## src/rtl/mux8_rr_sched.sv

```systemverilog
// Round-robin scheduler owning the select of a shared 8:1 W-bit mux.
// Grants one requester at a time for up to BURST valid/ready transfers.
module mux8_rr_sched #(
  parameter int unsigned W     = 4,
  parameter int unsigned BURST = 4
) (
  input  logic         clk,
  input  logic         rst,
  input  logic [7:0]   req,
  input  logic [W-1:0] d [7:0],
  input  logic         out_ready,
  output logic         out_valid,
  output logic [W-1:0] out_data,
  output logic [2:0]   sel,
  output logic [7:0]   gnt,
  output logic [3:0]   beat_cnt
);

  localparam logic [3:0] BURST_L = 4'(BURST);

  typedef enum logic {IDLE, GRANT} state_t;

  state_t     state, state_nx;
  logic [2:0] ptr, ptr_nx, sel_nx;
  logic [7:0] gnt_nx;
  logic [3:0] beat_nx, beat_inc;
  logic       valid_nx, xfer;
  logic       found;
  logic [2:0] base, scan, pick_idx;

  assign out_data = d[sel];
  assign xfer     = out_valid & out_ready;

  // First requester after base, wrapping; base is ptr in IDLE, sel on release.
  always_comb begin
    base     = (state == GRANT) ? sel : ptr;
    found    = 1'b0;
    pick_idx = 3'd0;
    scan     = 3'd0;
    for (int k = 1; k <= 8; k++) begin
      scan = 3'(base + 3'(k));
      if (!found && req[scan]) begin
        found    = 1'b1;
        pick_idx = scan;
      end
    end
  end

  always_comb begin
    state_nx = state;
    ptr_nx   = ptr;
    sel_nx   = sel;
    gnt_nx   = gnt;
    beat_nx  = beat_cnt;
    valid_nx = out_valid;
    beat_inc = 4'(beat_cnt + 4'd1);
    case (state)
      IDLE: begin
        if (found) begin
          state_nx = GRANT;
          sel_nx   = pick_idx;
          gnt_nx   = 8'b1 << pick_idx;
          beat_nx  = 4'd0;
          valid_nx = 1'b1;
        end
      end
      GRANT: begin
        if (xfer) begin
          if (beat_inc < BURST_L && req[sel]) begin
            beat_nx = beat_inc;
          end else begin
            ptr_nx = sel;
            // Search from sel+1 naturally falls back to sel for a lone requester.
            if (found) begin
              sel_nx  = pick_idx;
              gnt_nx  = 8'b1 << pick_idx;
              beat_nx = 4'd0;
            end else begin
              state_nx = IDLE;
              gnt_nx   = 8'd0;
              beat_nx  = 4'd0;
              valid_nx = 1'b0;
            end
          end
        end
      end
      default: state_nx = IDLE;
    endcase
  end

  always_ff @(posedge clk or posedge rst) begin
    if (rst) begin
      state     <= IDLE;
      ptr       <= 3'd7;
      sel       <= 3'd0;
      gnt       <= 8'd0;
      beat_cnt  <= 4'd0;
      out_valid <= 1'b0;
    end else begin
      state     <= state_nx;
      ptr       <= ptr_nx;
      sel       <= sel_nx;
      gnt       <= gnt_nx;
      beat_cnt  <= beat_nx;
      out_valid <= valid_nx;
    end
  end

endmodule

```

## config.mk

```make
export PLATFORM = sky130hd
export DESIGN_NAME = mux8_rr_sched
export DESIGN_NICKNAME = d
export VERILOG_FILES = /design/src/rtl/mux8_rr_sched.sv
export SDC_FILE = /design/constraint.sdc
export NUM_CORES = 1
export LEC_CHECK = 0
export BUFFER_PORTS_ARGS = -buffer_cell sky130_fd_sc_hd__buf_2
export CAP_MARGIN = 20
export CELL_PAD_IN_SITES_DETAIL_PLACEMENT = 0
export CELL_PAD_IN_SITES_GLOBAL_PLACEMENT = 1
export CORE_MARGIN = 10
export CORE_UTILIZATION = 29
export CTS_CLUSTER_DIAMETER = 120
export DETAILED_ROUTE_END_ITERATION = 8
export GPL_ROUTABILITY_DRIVEN = 0
export GPL_TIMING_DRIVEN = 0
export MAX_ROUTING_LAYER = met4
export PLACE_DENSITY_LB_ADDON = 0.2
export SLEW_MARGIN = 20
export SYNTH_ARGS = -nofsm -noshare
export SYNTH_HDL_FRONTEND = slang
export SYNTH_SLANG_ARGS = --single-unit
export TNS_END_PERCENT = 20
```

## constraint.sdc

```tcl
create_clock -name clk -period 5.5 [get_ports clk]
set_clock_uncertainty 0.05 [all_clocks]
set_input_delay 0.275 -clock clk [delete_from_list [all_inputs] [get_ports clk]]
set_output_delay 0.275 -clock clk [all_outputs]
set_load 0.02 [all_outputs]
```

==> impl_metrics.env, run 1 <==
export IMPL_rr_startpoint="state"
export IMPL_die_area_um2=11900
export IMPL_placement_io_buffers=62
export IMPL_endpoint_kind="flop"
export IMPL_grt_overflow_total=0
export IMPL_use_met1_pct=15.8
export IMPL_reg2reg_slack_ns=1.31
export IMPL_syn_area_um2=2310
export IMPL_initial_utilization_pct=29.9
export IMPL_p_total_mw=1.89
export IMPL_relSlewSlack_pct=47.5
export IMPL_syn2layout_area_growth_pct=21.3
export IMPL_hold_viol=0
export IMPL_avgSynthCellArea_um2=10.7
export IMPL_cts_sinks=20
export IMPL_fin_crit_ns=4.19
export IMPL_grt_first_pass_wirelength_um=11500
export IMPL_drtIter0Drc=128
export IMPL_cts_buffers=3
export IMPL_ctsResizeCount=0
export IMPL_rows=32
export IMPL_ys_seq_area_share_pct=21.8
export IMPL_dpl_cell_area_um2=2750
export IMPL_tritoncts="yes"
export IMPL_regArea_um2=504
export IMPL_setup_viol=0
export IMPL_first_pass_iters=4
export IMPL_cp_data_arrival_time_ns=4.28
export IMPL_cp_max_fo=10
export IMPL_p_leak_nw=1.20
export IMPL_fin_crit_sh_pct=76.2
export IMPL_syn_inst=216
export IMPL_track_usage_pct=12.2
export IMPL_die_w_um=109
export IMPL_fin_ws_ns=1.31
export IMPL_ys_async_sr_fraction_pct=100
export IMPL_ctsHtreeMaxLevel=1
export IMPL_drc=0
export IMPL_synth_distinct_cells=54
export IMPL_nets=329
export IMPL_preCtsSetupSlack_ns=1.32
export IMPL_antenna_found_initial=0
export IMPL_vias=2048
export IMPL_yosys_warnings=0
export IMPL_fill_cells=791
export IMPL_insertedDiodeCount=0
export IMPL_peakVddDrop_v=0.000252
export IMPL_core_area_um2=7730
export IMPL_tightest_slew_ns=0.787
export IMPL_final_cell_mix="65 x buf_2, 24 x nand2_1, 22 x mux4_2, 17 x dfrtp_1"
export IMPL_cts_clk_slew_worst_paths_ns=0.08
export IMPL_r2r_end="gnt[5]"
export IMPL_setup_tns_ns=0
export IMPL_cts_hold_buf=0
export IMPL_dp_cells=380
export IMPL_grt_max_degree=21
export IMPL_clk_latency_ns=0.26
export IMPL_post_drt_wl_per_cell_um=17.9
export IMPL_syn_nets=262
export IMPL_fin_hold_ws_ns=0.102
export IMPL_ant_nets=0
export IMPL_via_per_inst=5.33
export IMPL_status="completed"
export IMPL_multiInputGateArea_um2=1720
export IMPL_hold_path_class="in2async"
export IMPL_slew_viol_final=0
export IMPL_place_hpwl_um=5510
export IMPL_fmax_mhz=239
export IMPL_mostFrequentLayoutCell="buf_2"
export IMPL_rsz0062_at_grt="false"
export IMPL_grt_pass1_vias=2160
export IMPL_routed_wl_um=6880
export IMPL_powerDensity_nw_per_um2=673
export IMPL_synth_edf_count=0
export IMPL_synthFlopType="dfrtp_1"
export IMPL_crit_type="reg2reg"
export IMPL_grt_use_met3_pct=1.53
export IMPL_cp_start_kind="flop"
export IMPL_fin_util_pct=36.3
export IMPL_clockBufferDepth=2
export IMPL_fin_area_um2=2800
export IMPL_maxCapViolCount=0
export IMPL_instances_no_fill=384
export IMPL_ys_ff_latch=20
export IMPL_ff2ff_path_depth=14
export IMPL_root_buffer="clkbuf_8"
export IMPL_drive_gt1_share_pct=43.3
export IMPL_cts_setup_buffers=0
export IMPL_grt_busiest_layer="met2"
export IMPL_die_h_um=109
export IMPL_use_met2_pct=20.3
export IMPL_crit_required_ns=5.59
export IMPL_ios=63
==> report_power, final <==
part	switching, mW	internal, mW	total (mW)
combinational	0.852	0.666	1.52
clock	0.0490	0.0637	0.113
sequential	0.0496	0.206	0.255
total	0.950	0.935	1.89
==> worst max-delay path, cell delays in order (launching register included) <==
cell and delay, ns:
dfrtp_1 0.39, buf_6 0.14, mux2i_4 0.20, buf_4 0.22, ha_1 0.28, buf_1 0.40
clkinv_1 0.41, mux4_2 0.44, mux2i_1 0.31, nand3_1 0.18, nor3b_4 0.36, o21a_1 0.15
buf_4 0.16, a21oi_2 0.08, a32o_1 0.28
==> cell families (layout without fill, tap and decap cells) <==
| logic type | count (synthesis) | in the layout | synth area share [%] |
|---|---|---|---|
| and+or+nand+nor | 69 | 69 | 15.3 |
| buffers and inverters | 17 | 83 | 3.90 |
| muxes | 56 | 56 | 39.5 |
| AOI/OAI and AO/OA | 47 | 47 | 16.3 |
| adders and majority gates | 3 | 3 | 1.63 |
| xor gates and xnor gates | 4 | 4 | 1.52 |
| DFF | 20 | 20 | 21.8 |
==> flip-flops by register name, indices dropped and copies added, names as in the netlist <==
| register | cells |
|---|---|
| beat_cnt | 4 |
| gnt | 8 |
| state | 1 |
| out_valid | 1 |
| ptr | 3 |
| sel | 3 |
==> final cells by class <==
class | count | area share [%]
multi-input cells | 179 | 61.2
inverters | 5 | 0.670
plain buffers | 12 | 2.54
flip-flops and latches | 20 | 18.0
repair buffers | 62 | 11.1
clock buffers | 4 | 1.96
well taps | 102 | 4.55
==> per-layer routing <==
| metal | part of all wire, % | wire length (um) | vias up |
|---|---|---|---|
| li1 | - | - | 998 |
| met1 | 46 | 3170 | 1008 |
| met2 | 50 | 3420 | 40 |
| met3 | 3.9 | 269 | 2 |
| met4 | 0.35 | 24 | 0 |
| met5 | 0 | 0 | - |
==> Yosys cell counts (3+ instances only) <==
cell type | count | area share, %
xnor2_1 | 4 | 1.5
nor2_1 | 10 | 1.6
o2bb2ai_1 | 3 | 1.1
nor3_1 | 5 | 1.1
mux2_2 | 15 | 7.3
a32o_1 | 5 | 2.2
dfstp_2 | 3 | 3.4
and2_1 | 7 | 1.9
a21oi_1 | 3 | 0.65
a211oi_1 | 3 | 0.98
o31ai_1 | 5 | 1.6
ha_1 | 3 | 1.6
o21ai_0 | 7 | 1.5
inv_1 | 3 | 0.49
and3_1 | 3 | 0.81
nand3_1 | 7 | 1.5
dfrtp_1 | 17 | 18
mux4_2 | 22 | 21
buf_2 | 3 | 0.65
nand2b_1 | 6 | 1.6
nand2_1 | 24 | 3.9
mux2i_1 | 15 | 6.5
clkbuf_1 | 3 | 0.49
==> worst max path at each step <==
| stage | slack [ns] | startpoint | endpoint |
|---|---|---|---|
| 5_1_grt | 0.92 | state | gnt[3] |
| 3_5_place_dp | 1.32 | state | gnt[5] |
| 3_3_place_gp | 1.25 | state | gnt[3] |
| 4_1_cts | 1.28 | state | gnt[5] |
| 2_1_floorplan | 2.02 | sel[0] | gnt[1] |
| 6_report | 1.31 | state | gnt[5] |
No activity file was read; power rests on OpenSTA's default activity.
==> run 2: changes to the inputs <==
==> constraint.sdc (replaced) <==
create_clock -name clk -period 3.4 [get_ports clk]
set_clock_uncertainty 0.05 [all_clocks]
set_input_delay 0.17 -clock clk [delete_from_list [all_inputs] [get_ports clk]]
set_output_delay 0.17 -clock clk [all_outputs]
set_load 0.02 [all_outputs]
==> impl_metrics.env, run 2 (same netlist as run 1, synthesis figures left out) <==
export IMPL_path_cells="buf_6 -> mux2i_4 -> inv_2 -> buf_6 -> mux4_2 -> mux2_2 -> o221a_1 -> a311oi_1 -> a21oi_2 -> a2bb2oi_2 -> a32o_1"
export IMPL_drtIter0Drc=116
export IMPL_root_buffer="clkbuf_8"
export IMPL_cts_clk_slew_worst_paths_ns=0.07
export IMPL_rows=32
export IMPL_peakVddDrop_v=0.000643
export IMPL_preCtsSetupSlack_ns=-0.589
export IMPL_rsz0062_at_grt="false"
export IMPL_timing_critical_path_buf_inv=3
export IMPL_syn2layout_area_growth_pct=28.7
export IMPL_setup_viol=0
export IMPL_critPathTopFamily="compound AO/OA/AOI/OAI gates"
export IMPL_final_cell_mix="65 x buf_2, 24 x nand2_1, 22 x mux4_2, 16 x dfrtp_1, 15 x mux2_2"
export IMPL_core_area_um2=7730
export IMPL_routed_wl_um=7160
export IMPL_grt_overflow_total=0
export IMPL_p_leak_nw=1.28
export IMPL_initial_utilization_pct=29.9
export IMPL_ios=63
export IMPL_tightest_slew_ns=0.783
export IMPL_fin_crit_sh_pct=92.8
export IMPL_status="finished, violations left"
export IMPL_instances_no_fill=394
export IMPL_first_pass_iters=4
export IMPL_p_total_mw=3.35
export IMPL_hold_path_class="in2async"
export IMPL_grt_max_degree=21
export IMPL_fin_util_pct=38.5
export IMPL_cp_slowest_cell="mux4_2"
export IMPL_placement_io_buffers=62
export IMPL_grt_pass1_vias=2186
export IMPL_fin_hold_ws_ns=-0.00202
export IMPL_fmax_mhz=317
export IMPL_vias=2108
export IMPL_ctsHtreeMaxLevel=1
export IMPL_reg_top3="gnt: 8 flops, beat_cnt: 4 flops"
export IMPL_drc=0
export IMPL_slew_viol_final=0
export IMPL_largest_reg_flops=8
export IMPL_maxCapViolCount=0
export IMPL_crit_required_ns=3.50
export IMPL_fin_ws_ns=0.244
export IMPL_mostFrequentLayoutCell="buf_2"
export IMPL_drive_gt1_share_pct=50.0
export IMPL_violations="negative hold slack"
export IMPL_cpPeakStageDelay_ns=0.53
export IMPL_clk_latency_ns=0.26
export IMPL_place_hpwl_um=5590
export IMPL_track_usage_pct=12.2
export IMPL_post_drt_wl_per_cell_um=18.2
export IMPL_cts_buffers=3
export IMPL_cp_data_arrival_time_ns=3.25
export IMPL_powerDensity_nw_per_um2=1130
export IMPL_via_per_inst=5.35
export IMPL_dp_cells=380
export IMPL_die_area_um2=11900
export IMPL_regMostFlops="gnt"
export IMPL_insertedDiodeCount=0
export IMPL_crit_type="reg2reg"
export IMPL_setup_tns_ns=0
export IMPL_fin_crit_ns=3.16
export IMPL_clockBufferDepth=2
export IMPL_endpoint_kind="flop"
export IMPL_antenna_found_initial=0
export IMPL_cp_start_kind="flop"
export IMPL_nets=339
export IMPL_tritoncts="yes"
export IMPL_grt_first_pass_wirelength_um=11500
export IMPL_ant_nets=0
export IMPL_relSlewSlack_pct=47.7
export IMPL_cp_common_cell="buf_6"
export IMPL_die_w_um=109
export IMPL_cts_sinks=20
export IMPL_die_h_um=109
export IMPL_hold_viol=6
export IMPL_cp_max_fo=10
[run 2: changes by cell type in the layout (fill, tap and decap cells not counted), sizes merged]
cell / before / now
buf: 71 / 81
clkinv: 1 / 0
inv: 4 / 5
[run 2: path summary, 6_finish.rpt]
kind	startpoint	endpoint	slack, ns	cells after the start
worst min register to register	gnt[0]	gnt[0]	0.42	2
worst max register to register	state	gnt[5]	0.24	11
min in group clk	out_ready	beat_cnt[0]	0.27	5
worst max-delay path	state	gnt[5]	0.24	11
max in group asynchronous	rst	sel[0]	2.77	2
worst min-delay path	rst	gnt[2]	-0.002	2
[run 2: layout make-up]
class | count | area [um^2]
Tap cell | 102 | 128
Buffer | 11 | 81.3
Sequential cell | 20 | 505
Multi-Input combinational cell | 179 | 1800
Clock buffer | 4 | 45.0
Inverter | 5 | 21.3
Fill cell | 804 | 4760
Timing Repair Buffer | 73 | 393
[run 2: layer usage]
layer  global-route usage, %  vias up  part of all wire [%]
met5                       -        -                     0
met4                    2.97        0                  0.66
met3                    1.18        4                   3.4
met2                    20.0       35                    49
met1                    15.8     1055                    47
li1                        -     1014                     -
[run 2: repair_timing]
item                                    CTS  global route
resized for setup                         8            11
setup buffers                             4             7
pin swaps                                 1             3
hold buffers                              0             0
endpoints found under the setup margin   17            11
[run 2: per-stage QoR]
step                      hold slack, ns  instance area, um^2
after floorplan                   0.0815                 2310
after global placement             0.302                 2750
after detailed placement           0.309                 2750
after CTS                         0.0262                 2860
after global routing              0.0605                 2970
final                           -0.00202                 2970
[run 2: where the power goes]
group          leakage [nW]  internal (mW)  switching, mW
logic                  1.01           1.28           1.49
registers             0.247          0.334         0.0799
clock network        0.0228         0.0834         0.0774
[run 2: worst register-to-register path: stages, from the launching register on]
cell and delay (ns):
dfrtp_1 0.38, buf_6 0.14, mux2i_4 0.21, inv_2 0.10, buf_6 0.16, mux4_2 0.54
mux2_2 0.30, o221a_1 0.26, a311oi_1 0.37, a21oi_2 0.10, a2bb2oi_2 0.20, a32o_1 0.25
